### src/rtl/uart_tx_fifo.sv
// uart_tx_fifo: UART transmitter with runtime framing options fed from a transmit FIFO
module uart_tx_fifo #(
  parameter int DATA_W = 8,
  parameter int FIFO_DEPTH = 16,
  parameter int DIV_W = 16
) (
  input  logic clk,
  input  logic reset,
  input  logic [DATA_W-1:0] wr_data,
  input  logic wr_valid,
  output logic wr_ready,
  input  logic [3:0] data_bits,
  input  logic parity_en,
  input  logic parity_odd,
  input  logic two_stop,
  input  logic [DIV_W-1:0] baud_div,
  output logic TX,
  output logic busy,
  output logic [$clog2(FIFO_DEPTH):0] fifo_count
);
  localparam int AW = $clog2(FIFO_DEPTH);
  localparam logic [AW:0] FULL = (AW+1)'(FIFO_DEPTH);
  typedef enum logic [2:0] {IDLE, START, DATA, PARITY, STOP1, STOP2} state_t;
  state_t state, state_n;
  logic [DATA_W-1:0] mem [FIFO_DEPTH];
  logic [AW-1:0] wp, rp;
  logic [DATA_W-1:0] sh, sh_n, head;
  logic [3:0] n, n_c, bitc;
  logic [DIV_W-1:0] div, div_c, bcnt;
  logic par_en, par, two, tick, push, pop, tx_n, empty;
  assign empty = fifo_count == '0;
  assign wr_ready = fifo_count != FULL && !reset;
  assign push = wr_valid && wr_ready;
  assign busy = state != IDLE;
  assign n_c = data_bits < 4'd5 ? 4'd5 : data_bits > 4'(DATA_W) ? 4'(DATA_W) : data_bits;
  assign div_c = baud_div < DIV_W'(2) ? DIV_W'(2) : baud_div;
  assign tick = bcnt == div - DIV_W'(1);
  always_comb begin
    head = mem[rp];
    for (int i = 0; i < DATA_W; i++) head[i] = mem[rp][i] && 4'(i) < n_c;
  end
  always_comb begin
    state_n = state;
    pop = 1'b0;
    sh_n = sh;
    case (state)
      IDLE: if (!empty) begin
        state_n = START;
        pop = 1'b1;
      end
      START: if (tick) state_n = DATA;
      DATA: if (tick) begin
        sh_n = sh >> 1;
        if (bitc == n - 4'd1) state_n = par_en ? PARITY : STOP1;
      end
      PARITY: if (tick) state_n = STOP1;
      STOP1, STOP2: if (tick) begin
        if (state == STOP1 && two) state_n = STOP2;
        else if (!empty) begin
          state_n = START;
          pop = 1'b1;
        end else state_n = IDLE;
      end
      default: state_n = IDLE;
    endcase
    tx_n = state_n == START ? 1'b0 : state_n == DATA ? sh_n[0] : state_n == PARITY ? par : 1'b1;
  end
  always_ff @(posedge clk) if (push) mem[wp] <= wr_data;
  always_ff @(posedge clk) begin
    if (reset) begin
      state <= IDLE;
      wp <= '0;
      rp <= '0;
      fifo_count <= '0;
      TX <= 1'b1;
      bcnt <= '0;
      bitc <= '0;
    end else begin
      state <= state_n;
      TX <= tx_n;
      fifo_count <= fifo_count + (AW+1)'(push) - (AW+1)'(pop);
      wp <= push ? wp + AW'(1) : wp;
      rp <= pop ? rp + AW'(1) : rp;
      bcnt <= tick || state == IDLE ? '0 : bcnt + DIV_W'(1);
      bitc <= state != DATA ? '0 : tick ? bitc + 4'd1 : bitc;
      sh <= pop ? head : sh_n;
      if (pop) begin
        n <= n_c;
        div <= div_c;
        par_en <= parity_en;
        two <= two_stop;
        par <= ^head ^ parity_odd;
      end
    end
  end
endmodule

### config.mk
export PLATFORM = sky130hd
export DESIGN_NAME = uart_tx_fifo
export DESIGN_NICKNAME = d
export VERILOG_FILES = /design/src/rtl/uart_tx_fifo.sv
export SDC_FILE = /design/constraint.sdc
export NUM_CORES = 1
export LEC_CHECK = 0
export CAP_MARGIN = 20
export CORE_ASPECT_RATIO = 0.7
export CORE_MARGIN = 2
export CORE_UTILIZATION = 65
export CTS_CLUSTER_SIZE = 8
export DETAILED_ROUTE_END_ITERATION = 6
export PLACE_DENSITY = 0.89
export SYNTH_ARGS = -nofsm -noshare
export SYNTH_HDL_FRONTEND = slang
export SYNTH_SLANG_ARGS = --single-unit
### constraint.sdc
create_clock -name clk -period 8.9 [get_ports clk]
set_input_delay 1.78 -clock clk [delete_from_list [all_inputs] [get_ports clk]]
set_output_delay 1.78 -clock clk [all_outputs]
set_load 0.03 [all_outputs]
* Word level (Yosys, flattened, before mapping)
Memory sizes are Yosys's and may differ from the RTL's. A register that Yosys moved wholly into a read port is not among the register bits.
Index checks and enable logic that the tools add are counted.
** Word-level totals
- Output and inout port bits :: 8
- Flip-flop bits (word level) :: 68
- Memories kept :: 1
- Bits in writable memories :: 128
** Cells by class
- Multiplexer cells :: 26
- Add/sub/neg operators :: 8
- Bitwise logic cells :: 2
- Equal/unequal tests :: 12
- Order comparisons :: 11
- Reductions and logical operators :: 24
** Memories
- mem :: words 16, bits a word 8, rd ports 1, clocked after memory_dff 1, wr ports 1, RTL line 25 : logic [DATA_W-1:0] mem [FIFO_DEPTH];
** Operator list (number)
- $mux W3 :: 8
- $mux W8 :: 3
- $add A16 B1 Y16 const B :: 1
- $eq A16 B16 Y1 :: 1
- $lt A16 B2 Y1 const B :: 1
- $lt A3 B4 Y1 const A :: 4
- $mux W4 :: 4
- $sub A16 B1 Y16 const B :: 1
- $pmux W3 S5 :: 1
- $add A4 B1 Y4 const B :: 3
- $eq A3 B2 Y1 const B :: 4
- $logic_and A1 B1 Y1 :: 11
- $mux W1 :: 9
- $lt A1 B4 Y1 const A :: 2
- $lt A2 B4 Y1 const A :: 2
- $reduce_xor A8 Y1 :: 1
- $eq A3 B1 Y1 const B :: 2
- $eq A3 B3 Y1 const B :: 2
- $reduce_or A2 Y1 :: 3
- $add A5 B1 Y5 :: 1
- $logic_not A5 Y1 :: 1
- $ne A5 B5 Y1 const B :: 1
- $sub A5 B1 Y5 :: 1
- $eq A4 B4 Y1 :: 1
- 14 further kinds :: 15

* Logic depth before layout (Yosys ltp)
- Depth in word-level cells :: 9
- Mapped depth :: 21
- Depth with buffers taken out :: 19

* Worst setup path before layout
Ideal clock, no wire load.
- Kind :: input-to-reg
- Start :: input port reset
- End :: register fifo_count[4]
- Cell stages on the path :: 15
- Path slack :: 4.417 ns
- Library setup time :: 0.071 ns
- Arrival :: 4.413 ns
- Path buffers :: 2
- Path through :: clkbuf_1 a31oi_1 and2_1 clkbuf_1 inv_1 ha_1 inv_1 ha_1 inv_1 fa_1 inv_1 a21oi_1 nor2_1 or3_1 a21oi_1
** Between the ends
- Word-level cells in the longest chain between the ends :: 5
** RTL lines
- start, declared :: RTL line 8 : input logic reset,
- $logic_not A1 Y1 :: RTL line 32 : assign wr_ready = fifo_count != FULL && !reset;
- $logic_and A1 B1 Y1 :: RTL line 32
- named net wr_ready :: RTL line 11 : output logic wr_ready,
- $logic_and A1 B1 Y1 :: RTL line 33 : assign push = wr_valid && wr_ready;
- $add A5 B1 Y5 :: RTL line 81 : fifo_count <= fifo_count + (AW+1)'(push) - (AW+1)'(pop);
- $sub A5 B1 Y5 :: RTL line 81
- end signal, assigned :: RTL line 81
- end, declared :: RTL line 19 : output logic [$clog2(FIFO_DEPTH):0] fifo_count
The timed path passes the listed nets, and every way through them passes these cells.
A chain may end at the register's enable or synchronous reset.

* Final worst setup path
- Start :: input port reset
- End :: output port wr_ready
** Between the ends
- Word-level cells in the longest chain between the ends :: 2
** RTL lines (RTL line)
- $logic_not A1 Y1 :: 32
- $logic_and A1 B1 Y1 :: 32
- end, declared :: 11
Every way passes these cells.

==> qor.csv <==
metric,value,unit
status,finished clean,
IO Pins,42,
row count,35,
latest clock arrival within the worst-skew pair,0.43,ns
vias per cell,6.45,
Synth async-reset ratio,0,%
"worst slack, placed",3.35,ns
GP Congestion,0.950,
Starting Density,66.8,%
Overflow after GRT,0,
clock share of power,28.4,%
core area,13200,um^2
synth unique cells,57,
fraction of layout cells with a size suffix above 1,13.5,%
RSZ-0062 raised after global routing,no,
antenna cells,0,
Worst R2R Path Depth,19,
CP required,7.12,ns
GRT Total Usage,29.0,%
Post-Syn Instances,616,
per-cell routed wire length,23.1,um
Syn Area/Cell,14.3,um^2
final hold viol count,0,
initial antenna violation count,0,
mapped cell area,8800,um^2
crit-path max FO,25,
port bufs,41,
Power Density,251,nW/um^2
Leak,3.14,nW
FF-to-FF End,fifo_count[4]$_SDFF_PP0_,
Fillers,733,
Sw Pwr,0.739,mW
"top cells by area, synth","edfxtp_1, mux4_2, dfxtp_1, xnor2_1, nor2_1",
Slew Limit Headroom,34.7,%
min-delay worst type,reg -> reg,
Power Total,2.47,mW
Final ANT Viol Nets,0,
Clock transition at path regs,0.07,ns
clk buf depth,2,
total die area,14500,um^2
# DRC,0,
DRT Pass-1 Iters,5,
Clock Tree Root,clkbuf_16,
CTS sink cnt,200,
final wirelength,19400,um
Resized cells post-CTS,0,
critical path class,in -> out,
Peak VDD IR,0.000158,V
"Endpoint, Worst Hold",bcnt[12]$_SDFF_PP0_,
Tcrit/Tclk final,62.9,%
Hold Crit Depth,2,
f_max,179,MHz
Setup WS post-layout,3.31,ns
"Primary FF master, synth",edfxtp_1,
Worst-Margin Slew,0.976,ns
vias in the first global route,5356,
die height,101,um
Layout area overhead,12.0,%
hold path start,bcnt[12]$_SDFF_PP0_,
fin crit period,5.59,ns
largest area contributor in the netlist,edfxtp_1,
Flop pwr share,45.7,%
arrival time at the worst endpoint,3.81,ns
R2R setup slack,3.84,ns
fin nets,691,
crit path capture type,output pin,
Final Skew,0.00546,ns
CTS tree,built,
Detail Placement HPWL,12400,um
post-synth net total,666,
Power Internal,1.74,mW
Pins Over Slew Limit,0,
vias,5410,
first-pass GRT wire length,30300,um
Synth top area share,54.2,%
Hold Buf Count CTS,0,
setup violators final,0,
H-tree levels,4,
Post-synth EDFFs,159,
startpoint types,primary input,
Max-cap violations,0,
Sw Ratio,29.9,%
"Setup Fix Bufs, Post-CTS",0,
final core occ,74.8,%
CTS Buf Count,17,
warnings from Yosys,0,
die width,143,um
Final TNS setup,0,ns
Comb power frac,25.9,%
Seq cells post-synth,200,
iteration-0 DRC count of the detailed router,773,
largest net degree at the start of global routing,33,
"Seq/Total Area, Yosys",63.6,%
launch point of the worst reg-to-reg path,div[0]$_SDFFCE_PN0P_,
-- final cells by class --
class | count | area [um^2] | share of cell area, %
sequential | 200 | 5600 | 56.8
multi-input combinational | 351 | 2950 | 29.9
timing repair buffer | 49 | 473 | 4.80
clock buffer | 19 | 433 | 4.39
tap | 185 | 231 | 2.35
clock inverter | 13 | 97.6 | 0.990
inverter | 22 | 82.6 | 0.837
-- kinds of logic after synthesis --
group           synth area share, %
compound gates                 4.59
buf+inv                        2.98
mux                            10.9
flops                          63.6
xor+xnor                       5.07
fa+ha+maj                      2.36
simple gates                   10.5
-- synthesized netlist by cell type, types with 9 or more instances --
cell,number
o21ai_0,13
clkbuf_1,31
mux4_2,40
or3_1,9
nor2_1,59
nand4_1,9
ha_1,15
dfxtp_1,41
inv_1,21
nor4_1,13
a21oi_1,10
edfxtp_1,159
xnor2_1,35
xor2_1,16
nor3_1,15
nand2_1,28
-- per-stage QoR --
step / instance area [um^2] / cells / hold slack, ns
floorplan: 8800 / 616 / 0.459
global placement: 9290 / 802 / 0.499
detailed placement: 9290 / 802 / 0.509
CTS: 9820 / 834 / 0.531
global route: 9860 / 839 / 0.553
finish: 9860 / 839 / 0.537
-- power by group through the flow --
stage	combinational (mW)	clock [mW]	sequential [mW]
5_1_grt	0.682	0.744	1.14
3_5_place_dp	0.618	0	1.15
2_1_floorplan	0.434	0	1.15
4_1_cts	0.632	0.708	1.13
6_report	0.641	0.703	1.13
3_3_place_gp	0.585	0	1.14
-- worst max-delay path by stage --
stage                     cells after the start   from                       end  slack (ns)
after CTS                                     3  reset                  wr_ready        3.32
after detailed placement                      3  reset                  wr_ready        3.35
after global placement                        3  reset                  wr_ready        3.41
final                                         3  reset                  wr_ready        3.31
after global routing                          3  reset                  wr_ready        3.16
after floorplan                              15  reset  fifo_count[4]$_SDFF_PP0_        4.42
-- critical path, cell delays in order --
cell and delay [ns]:
clkdlybuf4s50_1 0.91, a31oi_1 0.40, clkdlybuf4s50_1 0.72
-- metal layers --
layer	share of wire (%)	up-vias	routed length, um	global-route usage, %
li1	-	2363	-	-
met1	40	2652	7670	39.9
met2	47	343	9220	45.6
met3	9.5	52	1850	6.52
met4	3.4	0	669	12.6
met5	0	-	0	0
-- flip-flops by register name, indices dropped and copies added (netlist names), 3 cells and up, named ones only --
register and flops:
bcnt 16, bitc 4, div 16, fifo_count 5
mem 128, n 4, rp 4, sh 8
state 3, wp 4
-- layout by cell type (no fill, tap or decap), types with 3 or more instances in the layout --
master	count
edfxtp_1	159
xnor2_1	35
ha_1	15
inv_1	21
a211oi_1	3
xor2_1	16
nand3_1	8
dfxtp_1	40
nor2_1	58
a22o_1	4
clkbuf_16	17
nand2_1	28
nand2b_1	7
and3_1	5
and2_1	5
or2_2	3
clkinv_4	4
nand4_1	9
o31ai_1	5
mux4_2	40
nor4_1	13
a31oi_1	4
o21ai_0	13
nor4b_1	3
mux2i_1	6
nor2b_1	6
nor3_1	15
a21oi_1	10
or3_1	9
clkdlybuf4s50_1	41
buf_4	3
No activity file was read; power rests on OpenSTA's default activity.
